**config.mk**
```make
export PLATFORM = sky130hd
export DESIGN_NAME = vga_timing
export DESIGN_NICKNAME = d
export VERILOG_FILES = /design/src/rtl/vga_timing.sv
export SDC_FILE = /design/constraint.sdc
export NUM_CORES = 1
export LEC_CHECK = 0
export CORE_MARGIN = 2
export CORE_UTILIZATION = 45
export DETAILED_ROUTE_END_ITERATION = 8
export PLACE_DENSITY_LB_ADDON = 0.12
export SLEW_MARGIN = 10
export SYNTH_ARGS = -nofsm -noshare
export SYNTH_HDL_FRONTEND = slang
export SYNTH_SLANG_ARGS = --single-unit
```
**constraint.sdc**
```tcl
create_clock -name CLK -period 3.4 [get_ports CLK]
set_input_delay 0.68 -clock CLK [delete_from_list [all_inputs] [get_ports CLK]]
set_output_delay 0.68 -clock CLK [all_outputs]
set_load 0.02 [all_outputs]
```
**src/rtl/vga_timing.sv**
```systemverilog
// VGA raster timing generator.
// A clock-enable divider turns the board clock into a pixel tick; horizontal and
// vertical counters advance on that tick. Sync and blanking flags are registered
// from the next-state counters, so they always match the (row, col) they sit beside.
module vga_timing #(
  parameter int unsigned CLK_DIV  = 2,
  parameter int unsigned H_ACTIVE = 640,
  parameter int unsigned H_FP     = 16,
  parameter int unsigned H_SYNC   = 96,
  parameter int unsigned H_BP     = 48,
  parameter int unsigned V_ACTIVE = 480,
  parameter int unsigned V_FP     = 10,
  parameter int unsigned V_SYNC   = 2,
  parameter int unsigned V_BP     = 33,
  parameter bit          SYNC_POL = 1'b0
) (
  input  logic       CLK,
  input  logic       RST,
  output logic       pix_tick,
  output logic [9:0] col,
  output logic [9:0] row,
  output logic       hsync,
  output logic       vsync,
  output logic       hnotactive,
  output logic       vnotactive,
  output logic       active,
  output logic       frame_start,
  output logic [7:0] frame_count
);

  localparam int unsigned HTotalI = H_ACTIVE + H_FP + H_SYNC + H_BP;
  localparam int unsigned VTotalI = V_ACTIVE + V_FP + V_SYNC + V_BP;
  localparam int unsigned DivW    = (CLK_DIV > 1) ? $clog2(CLK_DIV) : 1;

  // Boundaries kept 11 bits wide so an end-of-line value of 1024 still fits.
  localparam logic [10:0] HActEnd   = 11'(H_ACTIVE);
  localparam logic [10:0] HSyncBeg  = 11'(H_ACTIVE + H_FP);
  localparam logic [10:0] HSyncEnd  = 11'(H_ACTIVE + H_FP + H_SYNC);
  localparam logic [10:0] VActEnd   = 11'(V_ACTIVE);
  localparam logic [10:0] VSyncBeg  = 11'(V_ACTIVE + V_FP);
  localparam logic [10:0] VSyncEnd  = 11'(V_ACTIVE + V_FP + V_SYNC);
  localparam logic [9:0]  HMax      = 10'(HTotalI - 1);
  localparam logic [9:0]  VMax      = 10'(VTotalI - 1);
  localparam logic [DivW-1:0] DivMax = DivW'((CLK_DIV > 0) ? CLK_DIV - 1 : 0);

  if (CLK_DIV < 1) begin : g_bad_div
    $error("vga_timing: CLK_DIV must be >= 1");
  end
  if (HTotalI > 1024 || VTotalI > 1024) begin : g_bad_total
    $error("vga_timing: H_TOTAL and V_TOTAL must be <= 1024");
  end

  typedef enum logic [1:0] {PhActive, PhFront, PhSync, PhBack} phase_e;

  // Classify a counter value into its raster phase.
  function automatic phase_e phase_of(logic [9:0] cnt, logic [10:0] act_end,
                                      logic [10:0] sync_beg, logic [10:0] sync_end);
    logic [10:0] c;
    c = {1'b0, cnt};
    if (c < act_end)       return PhActive;
    else if (c < sync_beg) return PhFront;
    else if (c < sync_end) return PhSync;
    else                   return PhBack;
  endfunction

  logic [DivW-1:0] div_q, div_d;
  logic [9:0]      col_q, col_d;
  logic [9:0]      row_q, row_d;
  logic [7:0]      fc_q, fc_d;
  logic            fs_d;
  logic            tick;
  phase_e          h_ph_q, h_ph_d;
  phase_e          v_ph_q, v_ph_d;
  logic            pix_tick_q, hsync_q, vsync_q, hna_q, vna_q, active_q, fs_q;

  // Next-state: divider, raster counters, frame bookkeeping and phases.
  always_comb begin
    tick   = (div_q == DivMax);
    div_d  = tick ? '0 : div_q + 1'b1;
    col_d  = col_q;
    row_d  = row_q;
    fc_d   = fc_q;
    fs_d   = 1'b0;
    if (tick) begin
      if (col_q == HMax) begin
        col_d = '0;
        if (row_q == VMax) begin
          row_d = '0;
          fs_d  = 1'b1;
          fc_d  = fc_q + 8'd1;
        end else begin
          row_d = row_q + 10'd1;
        end
      end else begin
        col_d = col_q + 10'd1;
      end
    end
    h_ph_d = phase_of(col_d, HActEnd, HSyncBeg, HSyncEnd);
    v_ph_d = phase_of(row_d, VActEnd, VSyncBeg, VSyncEnd);
  end

  // State and registered outputs; flags come from the next phase so they line up
  // with the counters on the same edge. Between ticks everything re-registers itself.
  always_ff @(posedge CLK or negedge RST) begin
    if (!RST) begin
      div_q      <= '0;
      col_q      <= '0;
      row_q      <= '0;
      fc_q       <= '0;
      h_ph_q     <= PhActive;
      v_ph_q     <= PhActive;
      pix_tick_q <= 1'b0;
      hsync_q    <= ~SYNC_POL;
      vsync_q    <= ~SYNC_POL;
      hna_q      <= 1'b0;
      vna_q      <= 1'b0;
      active_q   <= 1'b1;
      fs_q       <= 1'b0;
    end else begin
      div_q      <= div_d;
      col_q      <= col_d;
      row_q      <= row_d;
      fc_q       <= fc_d;
      h_ph_q     <= h_ph_d;
      v_ph_q     <= v_ph_d;
      pix_tick_q <= tick;
      hsync_q    <= (h_ph_d == PhSync) ? SYNC_POL : ~SYNC_POL;
      vsync_q    <= (v_ph_d == PhSync) ? SYNC_POL : ~SYNC_POL;
      hna_q      <= (h_ph_d != PhActive);
      vna_q      <= (v_ph_d != PhActive);
      active_q   <= (h_ph_d == PhActive) && (v_ph_d == PhActive);
      fs_q       <= fs_d;
    end
  end

  assign pix_tick    = pix_tick_q;
  assign col         = col_q;
  assign row         = row_q;
  assign hsync       = hsync_q;
  assign vsync       = vsync_q;
  assign hnotactive  = hna_q;
  assign vnotactive  = vna_q;
  assign active      = active_q;
  assign frame_start = fs_q;
  assign frame_count = fc_q;

endmodule

```
Word level (Yosys, flattened, before mapping)
Index checks and enable logic that the tools add are counted.

word-level totals
  register bits = 36
  word-level logic and storage cells = 48
  RAM bits = 0
  output and inout port bits = 35
  memories kept = 0
  bits in read-only memories = 0
  latch bits = 0

operators by class
  multipliers = 0
  reductions and logical operators = 6
  add/subtract/negate cells = 4
  magnitude comparators = 6
  shifts and indexed selects = 0
  div/mod/pow operators = 0
  muxes and demuxes = 17
  bitwise operators = 0
  equal/unequal tests = 4

operators by type and width
  kind                                                          number
  2-to-1 mux 10 bit                                             5
  less-than comparator 10 bit (second input constant)           3
  less-than comparator 10 x 9 -> 1 bit (second input constant)  3
  adder 10 x 1 -> 10 bit (second input constant)                2
  == test 10 bit (second input constant)                        2
  adder 8 x 1 -> 8 bit (second input constant)                  1
  2-to-1 mux 1 bit                                              8
  2-to-1 mux 2 bit                                              4
  == test 2 bit (second input constant)                         2
  zero test 2 bit                                               2
  nonzero test 2 bit                                            2
  AND reduction 3 bit                                           1
  adder 1 bit (second input constant)                           1
  logical AND 1 bit                                             1

Depth between registers and ports, before layout
Gate-level depths: netlist of the first run.

  depth in word-level cells = 10
  gate-level depth with buffers = 9
  depth with buffers taken out = 8

Worst setup path before layout of the first run
No wires, ideal clock.

  path type = register to register
  start point = register col_q[0] (netlist: col[0])
  end point = register active_q (netlist: active)
  arrival time = 2149 ps
  required time = 3314 ps
  setup slack = 1165 ps
  cell stages (with the launch flop) = 8
  cells stage by stage = dfrtp_1 > ha_1 > or3b_4 > nor3_4 > nand3_2 > xor2_1 > o41ai_2 > nor2_1

on the way
  word-level cells in the longest chain between the ends = 9
  elaborated cells between the ends (all ways) = 21
  those cells by class = add/sub (1); order compare (6); eq/ne (1); mux (10); reduce/logical (3)

RTL lines
  element                                                                                     RTL line  RTL
  start, declared                                                                             67        logic [9:0] col_q, col_d;
  start signal, assigned                                                                      121       col_q <= col_d;
  adder 10 x 1 -> 10 bit / == test 10 bit (equally long branches)                             95, 85
  2-to-1 mux 10 bit                                                                           85        if (col_q == HMax) begin
  2-to-1 mux 10 bit                                                                           84        if (tick) begin
  less-than comparator 10 bit / less-than comparator 10 x 9 -> 1 bit (equally long branches)  62        else if (c < sync_end) return PhSync;
  2-to-1 mux 1 bit                                                                            62
  2-to-1 mux 2 bit                                                                            61        else if (c < sync_beg) return PhFront;
  2-to-1 mux 2 bit                                                                            60        if (c < act_end) return PhActive;
  zero test 2 bit                                                                             131       active_q <= (h_ph_d == PhActive) && (v_ph_d == PhActive);
  logical AND 1 bit (*)                                                                       131
  end signal, assigned                                                                        131
  end, declared                                                                               74        logic pix_tick_q, hsync_q, vsync_q, hna_q, vna_q, active_q, fs_q;

Mark *: on every way between the ends. The rest lies on a longest branch, timed or not.
A chain may end at the register's enable or synchronous reset.

Worst setup path after layout of the first run
Same ends and word-level chain as after synthesis.

==> results of run 1 <==
-- cells in the final DEF (no fill, tap or decap), types with 3 or more instances in the layout --
master / n
xor2_1: 8
ha_1: 4
o21ai_0: 6
a21oi_1: 4
nor2_1: 16
dfrtp_1: 33
xnor2_1: 10
nand2_1: 12
dfstp_2: 3
inv_1: 11
nand3_1: 8
nand4_1: 8
clkbuf_8: 6
clkdlybuf4s50_1: 36
mux2i_1: 3
-- worst register-to-register path: stages (launching register included) --
cell and delay [ns]:
dfrtp_1 0.42, ha_1 0.22, or3b_4 0.43, nor3_4 0.37, nand3_2 0.12, xor2_1 0.19, o41ai_2 0.41, nor2_1 0.09
-- report_power, final --
part	internal (uW)	switching [uW]
Sequential	428	0
Combinational	1.75	7.90
Clock	165	140
-- area by class of cell --
class	instances	share of cell area, %
clock buffers	8	3.93
multi-input cells	116	36.0
inverters	11	1.80
repair buffers	37	16.0
well taps	50	2.73
flip-flops and latches	36	39.5
-- sequential cells by signal, indices dropped and copies added, names as in the netlist --
| name | flops |
|---|---|
| hsync | 1 |
| pix_tick | 1 |
| active | 1 |
| div_q | 1 |
| vsync | 1 |
| frame_count | 8 |
| col | 10 |
| frame_start | 1 |
| vnotactive | 1 |
| row | 10 |
| hnotactive | 1 |
-- routing by layer --
layer  global-route usage, %  routed length, um  vias up
met3                    4.00                156        6
met5                       0                  0        -
li1                        -                  -      668
met2                    28.1               1760       39
met4                    8.42                 66        0
met1                    22.1               1580      669
-- path summary, 6_finish.rpt --
| kind | from | slack, ns | cells past startpoint | to |
|---|---|---|---|---|
| worst max-delay path | col[0] | 1.07 | 7 | active |
| worst min-delay path | frame_count[7] | 0.47 | 1 | frame_count[7] |
| worst max register to register | col[0] | 1.07 | 7 | active |
| worst min register to register | frame_count[7] | 0.47 | 1 | frame_count[7] |
| max in group asynchronous | RST | 2.25 | 2 | hsync |
| min in group asynchronous | RST | 0.81 | 2 | frame_count[5] |
-- cell families (layout without fill, tap and decap cells) --
kind of cell               after synthesis  after routing  synth area share (%)
xor gates and xnor gates                18             18                  8.64
buffers and inverters                   16             56                  5.14
and+or+nand+nor                         68             68                  22.8
AOI/OAI and AO/OA                       21             21                  8.16
adders and majority gates                4              4                  2.74
DFF                                     36             36                  49.6
muxes                                    5              5                  2.88
-- metrics by stage --
step / instance area (um2) / utilization (%)
2_1_floorplan: 1820 / -
3_3_place_gp: 2200 / 55.9
3_5_place_dp: 2200 / 55.9
4_1_cts: 2290 / 58.1
5_1_grt: 2290 / 58.1
6_report: 2290 / 58.1
==> flow_metrics.tcl, run 1 <==
set metrics [dict create \
    numCtsBuffers 5 \
    regArea_um2 905 \
    drive_gt1_share_pct 12.0 \
    yosysTopAreaCellShare_pct 45.3 \
    grt_max_degree 37 \
    netlist_top_cells_count "dfrtp_1, nor2_1, nand2_1, inv_1, xnor2_1" \
    cap_violations 0 \
    cp.required_ns 3.60 \
    viasPerCell 5.36 \
    crit_fanout 10 \
    grt.total_usage_pct 17.4 \
    n_antenna_cell 0 \
    end_kind "flop" \
    slowest_stage "or3b_4" \
    cts_tree "yes" \
    dieWidth_um 67.7 \
    insertion_delay_ns 0.28 \
    die_h_um 67.7 \
    period_share_pct 68.6 \
    synth.yosys.warnings 0 \
    p_leak_uw 0.00102 \
    synthTopCellsByArea "dfrtp_1, xnor2_1, dfstp_2" \
    dr.pass1.iters 4 \
    post_cts.repair.setup_buffers 0 \
    synthCells 168 \
    start_kind "flop" \
    vias 1382 \
    drcViolationCount 0 \
    finClkSkew_ns 0.00253 \
    clockBufferDepth 2 \
    nFillCells 334 \
    placed_cells 250 \
    antenna_found_initial 0 \
    synth_ff_type "dfrtp_1" \
    ant_nets 0 \
    netlist_area_um2 1820 \
    clk_pin_slew_ns 0.07 \
    start_util_pct 46.3 \
    worst-path-buf-inv 0 \
    hold_buffers 0 \
    ir_drop_mv 0.232 \
    ios 37 \
    row_count 23 \
    multi_input_area_um2 826 \
    synth.distinct_cells 46 \
    syn2layout_area_growth_pct 25.7 \
    ys_seq_elements 36 \
    h-tree-depth 2 \
    dp_slack_ns 1.06 \
    clock-sinks 36 \
    period_minus_slack_ns 2.33 \
    finalMaxSlewViolations 0 \
    worst_pin_slew_ns 0.704 \
    setup_tns_ns 0 \
    critical_path.cell_chain "ha_1 > or3b_4 > nor3_4 > nand3_2 > xor2_1 > o41ai_2 > nor2_1" \
    slowest_delay_ns 0.43 \
    finalWirelength_mm 3.56 \
    first_global_vias 1287 \
    synth.most_common_cell "dfrtp_1" \
    fmaxAchievable_mhz 429 \
    crit_type "reg2reg" \
    synth_edf_count 0 \
    rsz0062_at_grt "false" \
    finalSetupViolCount 0 \
    synth-async-reset-ratio_pct 100 \
    core_um2 3940 \
    critPathArrivalTime_ns 2.54 \
    drtIter0Drc 41 \
    fin_cells 258 \
    routabilityCongestion 0.828 \
    place_hpwl_mm 2.69 \
    syn_nets 174 \
    clock-root-buffer "clkbuf_8" \
    power_density_nw_per_um2 324 \
    timing.hold.ws_ns 0.468 \
    overflow 0 \
    cts-resized-gates 0 \
    outcome "finished clean" \
    worst_slack_ns 1.07 \
    wire_per_inst_um 13.8 \
    hold_violations 0 \
    grt_pass1_wl_mm 5.85 \
    yosys.area.top_type "dfrtp_1" \
    synth-seq-area-share_pct 49.6 \
    slew_headroom_pct 52.7 \
    hold_class "reg2reg" \
    port_buffers 36 \
    critPathTopFamily "simple AND/OR/NAND/NOR gates" \
    avgSynthCellArea_um2 10.9 \
    fin_nets 213 \
    dieArea_um2 4580 \
    total_power_uw 743 \
]
Note: power is estimated with default switching activity, not from simulation.
==> inputs of run 2 (changes only) <==
==> constraint.sdc (replaced) <==
create_clock -name CLK -period 2.1 [get_ports CLK]
set_input_delay 0.42 -clock CLK [delete_from_list [all_inputs] [get_ports CLK]]
set_output_delay 0.42 -clock CLK [all_outputs]
set_load 0.02 [all_outputs]
==> flow_metrics.tcl, run 2 (synthesized netlist as in run 1, its figures left out) <==
set metrics [dict create \
    outcome "finished with violations" \
    violations "negative setup slack" \
    critical_path.cell_chain "inv_2 > ha_4 > or4b_4 > nor4_4 > and2_4 > buf_6 > nand4_1 > xnor2_1" \
    cts_tree "yes" \
    hold_violations 0 \
    fin_cells 284 \
    start_kind "flop" \
    period_minus_slack_ns 2.10 \
    cap_violations 0 \
    finalMaxSlewViolations 0 \
    drtIter0Drc 58 \
    h-tree-depth 2 \
    placed_cells 272 \
    clock-sinks 36 \
    viasPerCell 5.21 \
    ios 37 \
    slowest_delay_ns 0.47 \
    finalWirelength_mm 4.20 \
    final_cell_mix "clkdlybuf4s50_1, dfrtp_1, buf_4" \
    vias 1480 \
    ir_drop_mv 0.267 \
    row_count 23 \
    total_power_uw 1210 \
    worst_pin_slew_ns 0.452 \
    hold_buffers 0 \
    p_leak_uw 0.00116 \
    timing.hold.ws_ns 0.468 \
    routabilityCongestion 0.881 \
    r2r_start "row[0]" \
    slowest_stage "or4b_4" \
    syn2layout_area_growth_pct 40.7 \
    r2r-end "frame_count[4]" \
    worst_slack_ns -0.00291 \
    start_util_pct 46.3 \
    core_um2 3940 \
    critPathTopFamily "simple AND/OR/NAND/NOR gates" \
    die_h_um 67.7 \
    grt.total_usage_pct 20.8 \
    multi_input_area_um2 896 \
    critPathArrivalTime_ns 2.27 \
    regArea_um2 910 \
    rsz0062_at_grt "true" \
    clockBufferDepth 2 \
    period_share_pct 100 \
    power_density_nw_per_um2 473 \
    crit_fanout 5 \
    dieArea_um2 4580 \
    fmaxAchievable_mhz 476 \
    place_hpwl_mm 3.05 \
    grt_pass1_wl_mm 6.96 \
    final_common_cell "clkdlybuf4s50_1" \
    n_antenna_cell 0 \
    overflow 0 \
    numCtsBuffers 5 \
    drive_gt1_share_pct 28.2 \
    finalSetupViolCount 1 \
    crit_type "reg2reg" \
    drcViolationCount 0 \
    cp.required_ns 2.26 \
    slew_headroom_pct 69.9 \
    first_global_vias 1512 \
    clock-root-buffer "clkbuf_8" \
    r2r_slack_ns -0.003 \
    worstHoldPathCells 1 \
    worst-path-buf-inv 2 \
    nFillCells 295 \
    grt_max_degree 37 \
    wire_per_inst_um 14.8 \
    end_kind "flop" \
    clk_pin_slew_ns 0.07 \
    dr.pass1.iters 4 \
    port_buffers 36 \
    antenna_found_initial 0 \
    dieWidth_um 67.7 \
    finClkSkew_ns 0.00623 \
    holdPathEnd "frame_count[7]" \
    ant_nets 0 \
    insertion_delay_ns 0.29 \
    fin_nets 239 \
    hold_class "reg2reg" \
    rr_worst_depth 8 \
    hp-start "frame_count[7]" \
]
run 2: power breakdown:
| part | internal, uW | total [uW] | switching (uW) |
|---|---|---|---|
| Clock | 267 | 505 | 237 |
| Combinational | 2.84 | 15.8 | 13.0 |
| Sequential | 693 | 693 | 0 |
run 2: layer usage:
layer,GRT usage [%],wire (um)
met2,34.8,2100
met5,0,0
met1,26.2,1880
met3,5.67,167
met4,6.12,48
run 2: worst max-delay path by stage:
stage | from | to | slack [ns] | cells past startpoint
after floorplan | row[0] | frame_count[6] | -0.01 | 9
after global placement | col[0] | vsync | 0.04 | 7
after detailed placement | row[0] | frame_count[6] | -0.07 | 8
after CTS | row[0] | frame_count[4] | -0.04 | 8
after global routing | row[0] | frame_count[4] | -0.1 | 8
final | row[0] | frame_count[4] | -0.003 | 8
run 2: metrics by stage:
stage	util [%]	cell area, um2	worst slack, ns	TNS, ns
detailed placement	60.6	2390	-0.0706	-0.136
global placement	60.6	2390	0.0375	0
finish	65.1	2570	-0.00291	-0.00291
floorplan	-	1850	-0.0109	-0.0323
global route	65.1	2570	-0.0953	-0.438
CTS	64.8	2550	-0.0428	-0.103
run 2: timing repair:
action | in CTS | in global routing
resized for setup | 10 | 3
setup buffers | 4 | 0
endpoints found under the setup margin | 5 | 10
pin swaps | 7 | 5
run 2: cell type report:
| class | count | area share, % |
|---|---|---|
| sequential | 36 | 35.4 |
| clock buffer | 8 | 3.51 |
| tap | 50 | 2.44 |
| timing repair buffer | 63 | 22.1 |
| multi-input combinational | 116 | 34.9 |
| inverter | 11 | 1.61 |
==> inputs of run 3 (changes only) <==
--- a/config.mk
+++ b/config.mk
@@ -7,8 +7,10 @@
 export LEC_CHECK = 0
 export CORE_MARGIN = 2
 export CORE_UTILIZATION = 45
+export CTS_CLUSTER_DIAMETER = 60
 export DETAILED_ROUTE_END_ITERATION = 8
 export PLACE_DENSITY_LB_ADDON = 0.12
+export REMOVE_ABC_BUFFERS = 1
 export SLEW_MARGIN = 10
 export SYNTH_ARGS = -nofsm -noshare
 export SYNTH_HDL_FRONTEND = slang
==> flow_metrics.tcl, run 3 (synthesized netlist as in run 1, its figures left out) <==
set metrics [dict create \
    outcome "finished with violations" \
    violations "negative setup slack" \
    place_hpwl_mm 3.01 \
    finalSetupViolCount 3 \
    regArea_um2 905 \
    clk_pin_slew_ns 0.07 \
    final_cell_mix "buf_4, clkdlybuf4s50_1, dfrtp_1" \
    period_share_pct 104 \
    dieArea_um2 4580 \
    clock-root-buffer "clkbuf_8" \
    fin_nets 250 \
    viasPerCell 5.26 \
    insertion_delay_ns 0.29 \
    worst_slack_ns -0.0920 \
    routabilityCongestion 0.875 \
    place_area_um2 2400 \
    numCtsBuffers 5 \
    antenna_found_initial 0 \
    hp-start "frame_count[7]" \
    p_leak_uw 0.00124 \
    grt.total_usage_pct 20.5 \
    wire_per_inst_um 14.5 \
    ir_drop_mv 0.411 \
    power_density_nw_per_um2 512 \
    fmaxAchievable_mhz 456 \
    stdcell_area_um2 2670 \
    clockBufferDepth 2 \
    drive_gt1_share_pct 31.0 \
    syn2layout_area_growth_pct 46.5 \
    cts_tree "yes" \
    dr.pass1.iters 5 \
    vias 1552 \
    end_kind "flop" \
    ios 37 \
    rsz0062_at_grt "true" \
    die_h_um 67.7 \
    h-tree-depth 2 \
    hold_class "reg2reg" \
    cap_violations 0 \
    grt_pass1_wl_mm 6.96 \
    timing.hold.ws_ns 0.463 \
    first_global_vias 1501 \
    crit_fanout 4 \
    core_um2 3940 \
    row_count 23 \
    port_buffers 36 \
    dieWidth_um 67.7 \
    clock-sinks 36 \
    ant_nets 0 \
    multi_input_area_um2 892 \
    cp.required_ns 2.31 \
    overflow 0 \
    crit_type "reg2reg" \
    finClkSkew_ns 0.00539 \
    startpoint "col[0]" \
    worst_pin_slew_ns 0.457 \
    n_antenna_cell 0 \
    finalMaxSlewViolations 0 \
    fin_cells 295 \
    nFillCells 295 \
    grt_max_degree 37 \
    period_minus_slack_ns 2.19 \
    placed_cells 276 \
    finalWirelength_mm 4.29 \
    final_common_cell "buf_4" \
    start_util_pct 46.3 \
    start_kind "flop" \
    slew_headroom_pct 69.6 \
    r2r_start "col[0]" \
    critPathArrivalTime_ns 2.41 \
    drtIter0Drc 89 \
    drcViolationCount 0 \
    hold_violations 0 \
]
==> run 3: where the power goes <==
group	switching [uW]	internal, uW	leakage (uW)
registers	0	693	0.000479
logic	13.1	2.83	0.000696
clock network	241	419	0.0000645
total	254	1110	0.00124
==> run 3: metal layers <==
metal	vias to the layer above	routed length, um	GRT usage [%]
li1	746	-	-
met2	48	2100	33.1
met4	0	114	9.44
met1	746	1870	25.8
met5	-	0	0
met3	12	204	5.17
==> run 3: final timing paths <==
path,slack [ns],cells past startpoint,to
min in group asynchronous,0.55,2,pix_tick
max in group asynchronous,1.20,2,hsync
worst max-delay path,-0.09,9,active
worst min register to register,0.46,1,frame_count[7]
worst min-delay path,0.46,1,frame_count[7]
worst max register to register,-0.09,9,active
==> run 3: what timing repair did <==
| action | CTS | global route |
|---|---|---|
| setup buffers | 2 | 9 |
| pin swaps | 7 | 6 |
| endpoints found under the setup margin | 8 | 12 |
| gates resized for setup | 8 | 9 |
| gates cloned | 0 | 0 |
| hold buffers | 0 | 0 |
==> run 3: worst max-delay path: stages, from the launching register on <==
cell and delay (ns):
dfrtp_1 0.36, ha_2 0.19, or3b_4 0.43, nor4_4 0.29
buf_4 0.18, nand2_2 0.07, xor2_2 0.17, o41ai_2 0.21
buf_4 0.18, nor2_1 0.04
==> run 3: stage by stage <==
step / power [uW] / setup WS (ns) / TNS [ns] / utilization [%]
floorplan: 707 / -0.135 / -0.721 / -
global placement: 723 / -0.102 / -0.335 / 60.8
detailed placement: 723 / -0.167 / -0.560 / 60.8
CTS: 1380 / -0.0196 / -0.0455 / 65.1
global route: 1410 / -0.251 / -1.02 / 67.8
finish: 1370 / -0.0920 / -0.208 / 67.8
==> run 3: final cells by class <==
type	instances	area share, %
Multi-Input combinational cell	116	33.4
Sequential cell	36	33.8
Inverter	11	1.54
Clock inverter	1	1.12
Tap cell	50	2.34
Timing Repair Buffer	74	24.2
Clock buffer	7	3.60
